[config.mk]
export PLATFORM = sky130hd
export DESIGN_NAME = fetch_unit_flat
export DESIGN_NICKNAME = d
export VERILOG_FILES = /design/src/rtl/fetch_unit_if.sv /design/src/rtl/fetch_unit.sv /design/src/flat_wrapper.sv
export SDC_FILE = /design/constraint.sdc
export NUM_CORES = 1
export LEC_CHECK = 0
export BUFFER_PORTS_ARGS = -buffer_cell sky130_fd_sc_hd__buf_2
export CELL_PAD_IN_SITES_DETAIL_PLACEMENT = 0
export CELL_PAD_IN_SITES_GLOBAL_PLACEMENT = 2
export CORE_AREA = 5 5 146 148
export CTS_CLUSTER_DIAMETER = 80
export DETAILED_ROUTE_END_ITERATION = 10
export DIE_AREA = 0 0 151 153
export PLACE_DENSITY_LB_ADDON = 0.08
export REMOVE_ABC_BUFFERS = 1
export SLEW_MARGIN = 20
export SYNTH_ARGS = -nofsm -noshare
export SYNTH_HDL_FRONTEND = slang
export SYNTH_SLANG_ARGS = --single-unit
[constraint.sdc]
create_clock -name clk -period 3.2 [get_ports clk]
set_input_delay 0.8 -clock clk [delete_from_list [all_inputs] [get_ports clk]]
set_output_delay 0.8 -clock clk [all_outputs]
set_load 0.05 [all_outputs]
[src/rtl/fetch_unit_if.sv]
// Fetch unit bus bundle: redirect input, instruction memory read port and
// the instruction stream towards the decoder.
// master = fetch unit side, slave = environment (memory/consumer/PC) side.
interface fetch_unit_if;
   logic [15:0] pc_in;
   logic        pc_wr;
   logic        mem_req;
   logic [15:0] mem_addr;
   logic        mem_ack;
   logic [15:0] mem_rdata;
   logic [15:0] instr;
   logic [15:0] instr_pc;
   logic        instr_valid;
   logic        instr_ready;

   modport master (
      input  pc_in, pc_wr, mem_ack, mem_rdata, instr_ready,
      output mem_req, mem_addr, instr, instr_pc, instr_valid
   );

   modport slave (
      output pc_in, pc_wr, mem_ack, mem_rdata, instr_ready,
      input  mem_req, mem_addr, instr, instr_pc, instr_valid
   );
endinterface

[src/rtl/fetch_unit.sv]
// Instruction fetch unit: issues one read at a time to instruction memory,
// buffers up to two {pc, instr} entries and hands them to the consumer.
// A redirect (pc_wr) flushes the buffer and restarts fetching at pc_in; a
// read already in flight is drained and its data dropped.
// Optional feature macro: FETCH_STALL_CNT_EN adds a 16-bit saturating
// stall_cnt output (cycles where the consumer is ready but nothing is valid).
module fetch_unit (
   input  logic         clk,
   input  logic         rst_n,
`ifdef FETCH_STALL_CNT_EN
   output logic [15:0]  stall_cnt,
`endif
   fetch_unit_if.master bus
);

   typedef enum logic [1:0] {
      S_REQ   = 2'd0,
      S_FULL  = 2'd1,
      S_DRAIN = 2'd2
   } state_e;

   state_e      state_q, state_d;
   logic [15:0] fetch_addr_q, fetch_addr_d;
   logic [1:0]  count_q, count_d;
   logic [15:0] pc0_q, pc0_d, ins0_q, ins0_d;
   logic [15:0] pc1_q, pc1_d, ins1_q, ins1_d;
   logic        valid_q, valid_d;
   logic        mem_req_q, mem_req_d;
   logic [15:0] mem_addr_q, mem_addr_d;

   logic        ack_s;
   logic        pop_s;
   logic        push_s;

   // An ack only counts while our own request is up; stray acks after reset are dropped.
   assign ack_s  = bus.mem_ack & mem_req_q;
   assign pop_s  = valid_q & bus.instr_ready;
   assign push_s = (state_q == S_REQ) & ack_s & ~bus.pc_wr;

   assign bus.mem_req     = mem_req_q;
   assign bus.mem_addr    = mem_addr_q;
   assign bus.instr       = ins0_q;
   assign bus.instr_pc    = pc0_q;
   assign bus.instr_valid = valid_q;

   // Two-entry FIFO update: entry 0 is always the head; redirect flushes.
   always_comb begin
      count_d = count_q;
      pc0_d   = pc0_q;
      ins0_d  = ins0_q;
      pc1_d   = pc1_q;
      ins1_d  = ins1_q;
      if (bus.pc_wr) begin
         count_d = 2'd0;
      end else if (push_s && pop_s) begin
         if (count_q == 2'd1) begin
            pc0_d  = mem_addr_q;
            ins0_d = bus.mem_rdata;
         end else begin
            pc0_d  = pc1_q;
            ins0_d = ins1_q;
            pc1_d  = mem_addr_q;
            ins1_d = bus.mem_rdata;
         end
      end else if (push_s) begin
         if (count_q == 2'd0) begin
            pc0_d  = mem_addr_q;
            ins0_d = bus.mem_rdata;
         end else begin
            pc1_d  = mem_addr_q;
            ins1_d = bus.mem_rdata;
         end
         count_d = count_q + 2'd1;
      end else if (pop_s) begin
         pc0_d   = pc1_q;
         ins0_d  = ins1_q;
         count_d = count_q - 2'd1;
      end else begin
         count_d = count_q;
      end
      valid_d = (count_d != 2'd0);
   end

   // Fetch FSM next state, fetch address and registered memory request outputs.
   always_comb begin
      state_d      = state_q;
      fetch_addr_d = fetch_addr_q;
      case (state_q)
         S_REQ: begin
            if (bus.pc_wr) begin
               fetch_addr_d = bus.pc_in;
               if (ack_s) begin
                  state_d = S_REQ;
               end else begin
                  state_d = S_DRAIN;
               end
            end else if (ack_s) begin
               fetch_addr_d = fetch_addr_q + 16'd1;
               if (count_d == 2'd2) begin
                  state_d = S_FULL;
               end else begin
                  state_d = S_REQ;
               end
            end else begin
               state_d = S_REQ;
            end
         end
         S_FULL: begin
            if (bus.pc_wr) begin
               fetch_addr_d = bus.pc_in;
               state_d      = S_REQ;
            end else if (pop_s) begin
               state_d = S_REQ;
            end else begin
               state_d = S_FULL;
            end
         end
         S_DRAIN: begin
            if (bus.pc_wr) begin
               fetch_addr_d = bus.pc_in;
            end else begin
               fetch_addr_d = fetch_addr_q;
            end
            if (ack_s) begin
               state_d = S_REQ;
            end else begin
               state_d = S_DRAIN;
            end
         end
         default: begin
            state_d      = S_REQ;
            fetch_addr_d = fetch_addr_q;
         end
      endcase
      mem_req_d = (state_d != S_FULL);
      // While draining the stale read its address must stay on the bus.
      if (state_d == S_DRAIN) begin
         mem_addr_d = mem_addr_q;
      end else begin
         mem_addr_d = fetch_addr_d;
      end
   end

   // State, FIFO and output registers.
   always_ff @(posedge clk or negedge rst_n) begin
      if (!rst_n) begin
         state_q      <= S_REQ;
         fetch_addr_q <= 16'h0000;
         count_q      <= 2'd0;
         pc0_q        <= 16'h0000;
         ins0_q       <= 16'h0000;
         pc1_q        <= 16'h0000;
         ins1_q       <= 16'h0000;
         valid_q      <= 1'b0;
         mem_req_q    <= 1'b0;
         mem_addr_q   <= 16'h0000;
      end else begin
         state_q      <= state_d;
         fetch_addr_q <= fetch_addr_d;
         count_q      <= count_d;
         pc0_q        <= pc0_d;
         ins0_q       <= ins0_d;
         pc1_q        <= pc1_d;
         ins1_q       <= ins1_d;
         valid_q      <= valid_d;
         mem_req_q    <= mem_req_d;
         mem_addr_q   <= mem_addr_d;
      end
   end

`ifdef FETCH_STALL_CNT_EN
   logic [15:0] stall_cnt_q, stall_cnt_d;

   assign stall_cnt = stall_cnt_q;

   // Saturating count of cycles where the consumer waits on an empty buffer.
   always_comb begin
      if (bus.instr_ready && !valid_q && (stall_cnt_q != 16'hFFFF)) begin
         stall_cnt_d = stall_cnt_q + 16'd1;
      end else begin
         stall_cnt_d = stall_cnt_q;
      end
   end

   // Stall counter register.
   always_ff @(posedge clk or negedge rst_n) begin
      if (!rst_n) begin
         stall_cnt_q <= 16'h0000;
      end else begin
         stall_cnt_q <= stall_cnt_d;
      end
   end
`else
   // Stall counter not built in this configuration.
`endif

endmodule

[src/flat_wrapper.sv]
// flat-port wrapper written by rule: the top's interface ports become plain ports
module fetch_unit_flat 
  (clk, rst_n, bus_pc_in, bus_pc_wr, bus_mem_ack, bus_mem_rdata, bus_instr_ready, bus_mem_req, bus_mem_addr, bus_instr, bus_instr_pc, bus_instr_valid);
  fetch_unit_if bus_i ();
  input  logic clk;
  input  logic rst_n;
  input wire logic [$bits(bus_i.pc_in)-1:0] bus_pc_in;
  input wire logic [$bits(bus_i.pc_wr)-1:0] bus_pc_wr;
  input wire logic [$bits(bus_i.mem_ack)-1:0] bus_mem_ack;
  input wire logic [$bits(bus_i.mem_rdata)-1:0] bus_mem_rdata;
  input wire logic [$bits(bus_i.instr_ready)-1:0] bus_instr_ready;
  output wire logic [$bits(bus_i.mem_req)-1:0] bus_mem_req;
  output wire logic [$bits(bus_i.mem_addr)-1:0] bus_mem_addr;
  output wire logic [$bits(bus_i.instr)-1:0] bus_instr;
  output wire logic [$bits(bus_i.instr_pc)-1:0] bus_instr_pc;
  output wire logic [$bits(bus_i.instr_valid)-1:0] bus_instr_valid;
  assign bus_i.pc_in = bus_pc_in;
  assign bus_i.pc_wr = bus_pc_wr;
  assign bus_i.mem_ack = bus_mem_ack;
  assign bus_i.mem_rdata = bus_mem_rdata;
  assign bus_i.instr_ready = bus_instr_ready;
  assign bus_mem_req = bus_i.mem_req;
  assign bus_mem_addr = bus_i.mem_addr;
  assign bus_instr = bus_i.instr;
  assign bus_instr_pc = bus_i.instr_pc;
  assign bus_instr_valid = bus_i.instr_valid;
  fetch_unit u_core (.clk(clk), .rst_n(rst_n), .bus(bus_i));
endmodule
==> results.sh, run 1 <==
export IMPL_synth_edf_count=0
export IMPL_slew_limit_headroom_pct=53.5
export IMPL_hold_ws_ps=509
export IMPL_worstSkewPairLatency_ps=350
export IMPL_rsz0062_at_grt="false"
export IMPL_yosysTopAreaCellShare_pct=52.3
export IMPL_power_w=0.00596
export IMPL_critPathKind="register to register"
export IMPL_cts_tree="done"
export IMPL_synth_top_flop_cell="dfrtp_1"
export IMPL_final_util_pct=30.1
export IMPL_wl_met3_microns=470
export IMPL_max_vdd_ir_drop_mv=0.372
export IMPL_htree_levels=3
export IMPL_period_minus_slack_ps=2660
export IMPL_synth_area_leader_cell="dfrtp_1"
export IMPL_clockRootBuffer="clkbuf_16"
export IMPL_power_density_nw_per_um2=995
export IMPL_die_w_microns=151
export IMPL_routed_wl_microns=13500
export IMPL_grt_max_degree=103
export IMPL_skew_ps=10.7
export IMPL_critPathMaxFanout=36
export IMPL_power_frac_clock_pct=19.6
export IMPL_dr_wl_met2_microns=6160
export IMPL_drt_wirelength_per_cell_microns=16.8
export IMPL_routabilityCongestion=0.747
export IMPL_finalCritPeriodShare_pct=83.2
export IMPL_fin_nets=572
export IMPL_cts_hold_buf=0
export IMPL_synth_area_leaders="dfrtp_1, mux2_2, mux2i_1"
export IMPL_num_rows=52
export IMPL_critPathMaxStageDelay_ps=610
export IMPL_worst_slew_pin_transition_ps=697
export IMPL_cts_buffer_depth=2
export IMPL_portBuffers=86
export IMPL_ys_seq_elements=102
export IMPL_fp_coreArea_sq_um=19900
export IMPL_r2r_slack_ps=540
export IMPL_grt_total_usage_pct=12.0
export IMPL_dieArea_sq_um=23100
export IMPL_syn_inst=447
export IMPL_status="completed"
export IMPL_worstSetupEndpointType="register"
export IMPL_finalSetupViolCount=0
export IMPL_firstDrtPassIters=4
export IMPL_arrival_ps=2940
export IMPL_fin_tns_setup_ps=0
export IMPL_clock_sinks=102
export IMPL_placed_area_sq_um=5670
export IMPL_viasPerCell=4.47
export IMPL_required_ps=3480
export IMPL_netlist_area_sq_um=4880
export IMPL_syn_area_per_cell_sq_um=10.9
export IMPL_hold_viol=0
export IMPL_antenna_found_initial=0
export IMPL_yosys_warnings=0
export IMPL_synthArstFlopShare_pct=100
export IMPL_final_area_sq_um=5980
export IMPL_ant_nets=0
export IMPL_dp_hpwl_microns=9250
export IMPL_maxCapViolCount=0
export IMPL_cts_setup_buffers=0
export IMPL_wl_met1_microns=6660
export IMPL_syn2layout_area_growth_pct=22.7
export IMPL_initial_core_util_pct=24.5
export IMPL_grt_pass1_wl_microns=21500
export IMPL_share_comb_of_total_power_pct=43.6
export IMPL_post_cts_resized=0
export IMPL_drv_slew=0
export IMPL_seq_area_frac_synth_pct=52.3
export IMPL_numCtsBuffers=9
export IMPL_critPathBufInv=2
export IMPL_pwr_share_seq_pct=36.8
export IMPL_holdCritPathClass="input port to async pin"
export IMPL_vias=3593
export IMPL_p_switching_w=0.00266
export IMPL_n_antenna_cell=0
export IMPL_die_height_microns=153
export IMPL_crit_path_start_kind="register"
export IMPL_cts_clk_slew_worst_paths_ps=70
export IMPL_fmax_mhz=376
export IMPL_io_pins=87
export IMPL_drive_above_1_share_pct=31.0
export IMPL_cp_top_family="simple AND/OR/NAND/NOR gates"
export IMPL_gr_total_overflow=0
export IMPL_netSwitchingFraction_pct=44.7
export IMPL_cp_cell_sequence="inv_1 -> ha_1 -> and4b_1 -> nand2_1 -> a21oi_4 -> buf_4 -> nor2_1 -> a21oi_1"
export IMPL_top_layer="met4"
export IMPL_ys_types=53
export IMPL_intPower_w=0.00330
export IMPL_grt_pass1_vias=3781
export IMPL_slowest_stage="ha_1"
export IMPL_p_leak_nw=2.77
export IMPL_drc_errors=0
export IMPL_drt_initial_drc_count=175
-- synthesized netlist by cell type, types with 2 or more instances --
cell type,n
mux2i_1,37
a21o_1,2
nor2b_1,3
xnor2_1,5
o21bai_1,2
o31ai_1,4
o22ai_1,6
clkbuf_1,13
a211oi_1,2
o21ai_1,2
a22oi_1,6
or2_2,2
inv_1,11
buf_1,2
nor3_1,4
a2bb2oi_1,2
dfrtp_1,102
nand2_1,20
o221ai_1,3
nand2b_1,4
mux2_2,45
a21oi_1,46
a31oi_1,5
o21ai_0,16
or3_1,5
or4_1,2
and4b_1,2
nand3_1,5
buf_2,9
ha_1,7
nor2_1,50
nor4_1,2
-- layout make-up --
| cell class | instances | area (sq um) |
|---|---|---|
| timing repair buffer | 95 | 538 |
| clock inverter | 7 | 86.3 |
| fill | 2112 | 13900 |
| clock buffer | 9 | 225 |
| tap | 270 | 338 |
| multi-input combinational | 308 | 2200 |
| inverter | 12 | 45.0 |
| sequential | 102 | 2550 |
-- per-stage QoR --
| stage | setup WS, ps | std cells |
|---|---|---|
| floorplan | -685 | 422 |
| global placement | 550 | 787 |
| detailed placement | 502 | 787 |
| CTS | 498 | 803 |
| global route | 294 | 803 |
| finish | 537 | 803 |
-- placed cells by master (no fill, tap or decap), drive strengths merged, types with 2 or more instances in the layout --
| cell | n |
|---|---|
| nand2 | 20 |
| ha | 7 |
| a211oi | 2 |
| xnor2 | 5 |
| mux2i | 37 |
| or3 | 5 |
| o21bai | 2 |
| o221ai | 3 |
| and4b | 2 |
| buf | 95 |
| or4 | 3 |
| nor4 | 2 |
| a22oi | 6 |
| or2 | 3 |
| a21oi | 46 |
| nor3 | 4 |
| nand2b | 5 |
| nor2 | 50 |
| inv | 15 |
| clkinv | 2 |
| nand3 | 5 |
| o21ai | 18 |
| a21o | 2 |
| o31ai | 4 |
| dfrtp | 102 |
| a31o | 2 |
| o22ai | 6 |
| a2bb2oi | 2 |
| mux2 | 45 |
| a31oi | 5 |
| clkbuf | 9 |
| nand4 | 2 |
| nor2b | 3 |
-- registers in the layout (all words and copies together), names as in the netlist --
register / flops
u_core.bus.instr: 16
u_core.bus.instr_pc: 16
u_core.bus.mem_addr: 16
u_core.fetch_addr_q: 16
u_core.ins1_q: 16
u_core.pc1_q: 16
u_core.count_q: 2
u_core.state_q: 2
u_core.bus.instr_valid: 1
u_core.bus.mem_req: 1
-- kinds of logic after synthesis --
logic type,after synthesis,synth area share (%)
AOI/OAI and AO/OA,105,13.0
xor gates and xnor gates,6,1.08
adders and majority gates,7,1.80
buffers and inverters,37,3.23
DFF,102,52.3
muxes,82,18.0
and+or+nand+nor,108,10.5
-- worst paths after layout --
| path | start | to | depth (start not counted) |
|---|---|---|---|
| max in group asynchronous | rst_n | u_core.ins1_q[14]$_DFFE_PN0P_ | 2 |
| min reg2reg | u_core.pc1_q[13]$_DFFE_PN0P_ | u_core.pc1_q[13]$_DFFE_PN0P_ | 1 |
| max reg2reg | u_core.state_q[0]$_DFF_PN0_ | u_core.bus.instr_pc[7]$_DFFE_PN0P_ | 8 |
| min in group clk | u_core.pc1_q[13]$_DFFE_PN0P_ | u_core.pc1_q[13]$_DFFE_PN0P_ | 1 |
| min | rst_n | u_core.bus.instr_pc[1]$_DFFE_PN0P_ | 2 |
| max | u_core.state_q[0]$_DFF_PN0_ | u_core.bus.instr_pc[7]$_DFFE_PN0P_ | 8 |
-- per-layer routing --
metal / GRT usage (%) / vias to the layer above
li1: - / 1767
met1: 17.0 / 1756
met2: 18.4 / 59
met3: 2.34 / 11
met4: 3.89 / 0
met5: 0 / -
-- power groups by stage --
stage	registers (W)	clock network, W	logic [W]
2_1_floorplan	0.00315	0	0.000984
3_3_place_gp	0.00221	0	0.00263
3_5_place_dp	0.00223	0	0.00264
4_1_cts	0.00220	0.00122	0.00265
5_1_grt	0.00227	0.00127	0.00281
6_report	0.00219	0.00117	0.00260
Note: power is estimated with default switching activity, not from simulation.
==> run 2, diff against run 1 <==
Clock period 3.2 ns to 2.3 ns, I/O delays scaled along.
==> run 2 against run 1 <==
Utilization increased by 0.95 points. Hold slack got worse by 410 ps. Largest power group unchanged. Critical path depth decreased by 1. Sequential share of layout area decreased by 1.3 points. Count of clock-buffer cells in the layout increased by 1. Routed wire length increased by 1.7%. Critical path type unchanged. Cell count increased by 3.0%. Clock power increased by 27%.
==> results.sh, run 2 (synthesis results as in run 1) <==
export IMPL_power_density_nw_per_um2=1330
export IMPL_syn2layout_area_growth_pct=26.6
export IMPL_finalSetupViolCount=0
export IMPL_r2r_slack_ps=130
export IMPL_antenna_found_initial=1
export IMPL_worst_slew_pin_transition_ps=491
export IMPL_r2r_end="u_core.bus.mem_addr[12]$_DFFE_PN0P_"
export IMPL_dp_cells=811
export IMPL_portBuffers=86
export IMPL_hold_viol=0
export IMPL_reg2regPathDepth=7
export IMPL_crit_path_start_kind="register"
export IMPL_maxCapViolCount=0
export IMPL_fp_coreArea_sq_um=19900
export IMPL_drc_errors=0
export IMPL_drv_slew=0
export IMPL_fmax_mhz=461
export IMPL_drive_above_1_share_pct=34.3
export IMPL_critPathMaxFanout=5
export IMPL_routed_wl_microns=13700
export IMPL_arrival_ps=2400
export IMPL_pwr_share_seq_pct=37.1
export IMPL_clockRootBuffer="clkbuf_16"
export IMPL_place_ws_ps=4.29
export IMPL_die_w_microns=151
export IMPL_num_rows=52
export IMPL_initial_core_util_pct=24.5
export IMPL_slew_limit_headroom_pct=67.2
export IMPL_slowest_stage="dfrtp_1"
export IMPL_status="completed"
export IMPL_intPower_w=0.00453
export IMPL_ant_nets=0
export IMPL_grt_total_usage_pct=12.2
export IMPL_viasPerCell=4.50
export IMPL_p_leak_nw=2.86
export IMPL_cts_tree="done"
export IMPL_dp_hpwl_microns=9940
export IMPL_skew_ps=9.09
export IMPL_power_w=0.00822
export IMPL_post_cts_resized=0
export IMPL_r2r_start="u_core.fetch_addr_q[0]$_DFF_PN0_"
export IMPL_holdCritPathClass="input port to async pin"
export IMPL_dieArea_sq_um=23100
export IMPL_final_cell_mix="dfrtp_1, buf_2, nor2_1"
export IMPL_n_antenna_cell=0
export IMPL_drt_initial_drc_count=133
export IMPL_vias=3718
export IMPL_instances_no_fill=827
export IMPL_grt_pass1_wl_microns=22100
export IMPL_final_util_pct=31.0
export IMPL_numCtsBuffers=9
export IMPL_p_switching_w=0.00369
export IMPL_fin_nets=596
export IMPL_cts_buffer_depth=2
export IMPL_io_pins=87
export IMPL_die_height_microns=153
export IMPL_firstDrtPassIters=4
export IMPL_max_vdd_ir_drop_mv=0.460
export IMPL_drt_wirelength_per_cell_microns=16.6
export IMPL_grt_max_degree=37
export IMPL_fin_tns_setup_ps=0
export IMPL_routabilityCongestion=0.776
export IMPL_clock_sinks=102
export IMPL_finalCritPeriodShare_pct=94.3
export IMPL_power_frac_clock_pct=18.1
export IMPL_period_minus_slack_ps=2170
export IMPL_critPathMaxStageDelay_ps=460
export IMPL_worstSetupEndpointType="register"
export IMPL_netSwitchingFraction_pct=44.9
export IMPL_htree_levels=3
export IMPL_share_comb_of_total_power_pct=44.8
export IMPL_cp_cell_sequence="ha_1 -> nand4_1 -> nor4_2 -> buf_4 -> mux2i_1 -> a221o_1 -> mux2_2"
export IMPL_grt_pass1_vias=4018
export IMPL_worstSkewPairLatency_ps=350
export IMPL_gr_total_overflow=0
export IMPL_cts_setup_buffers=0
export IMPL_layout_commonest_cell="dfrtp_1"
export IMPL_cts_clk_slew_worst_paths_ps=80
export IMPL_required_ps=2530
export IMPL_fin_ws_ps=132
export IMPL_critPathKind="register to register"
export IMPL_cts_hold_buf=0
export IMPL_rsz0062_at_grt="false"
## run 2: layout make-up
class,instances,area [sq um]
inverter,12,45.0
timing repair buffer,119,743
fill,2115,13700
sequential,102,2550
tap,270,338
multi-input combinational,308,2210
clock inverter,6,53.8
clock buffer,10,229
## run 2: metal layers
layer	vias to the layer above	GRT usage [%]	part of all wire, %
met5	-	0	0.051
met4	2	3.89	1.2
met1	1821	16.8	48
met3	12	2.31	3.7
li1	1821	-	-
met2	62	19.4	47
## run 2: worst max-delay path, delay by kind of cell, from the launching register on
family	cells	cell delay, ps
and+or+nand+nor	2	520
DFF	1	460
AOI/OAI and AO/OA	1	360
muxes	2	330
adders and majority gates	1	220
buffers and inverters	1	170
## run 2: worst max-delay path by stage
stage                                     start                             endpoint  slack (ps)
2_1_floorplan       u_core.state_q[0]$_DFF_PN0_      u_core.bus.instr[0]$_DFFE_PN0P_       -1580
3_3_place_gp                        bus_mem_ack  u_core.bus.mem_addr[12]$_DFFE_PN0P_          30
3_5_place_dp                        bus_mem_ack  u_core.bus.mem_addr[12]$_DFFE_PN0P_           4
4_1_cts        u_core.fetch_addr_q[0]$_DFF_PN0_  u_core.bus.mem_addr[12]$_DFFE_PN0P_          30
5_1_grt        u_core.fetch_addr_q[0]$_DFF_PN0_  u_core.bus.mem_addr[10]$_DFFE_PN0P_         0.4
6_report       u_core.fetch_addr_q[0]$_DFF_PN0_  u_core.bus.mem_addr[12]$_DFFE_PN0P_         130
## run 2: power by group through the flow
stage          clock network, W  logic, W  registers, W
2_1_floorplan                 0   0.00137       0.00438
4_1_cts                 0.00158   0.00376       0.00306
5_1_grt                 0.00162   0.00400       0.00317
3_3_place_gp                  0   0.00371       0.00308
6_report                0.00149   0.00369       0.00305
3_5_place_dp                  0   0.00375       0.00310
## run 2: through the flow
step	instance area, sq um	hold slack (ps)
2_1_floorplan	4760	279
3_3_place_gp	5880	480
3_5_place_dp	5880	486
4_1_cts	6160	95.7
5_1_grt	6170	111
6_report	6170	102
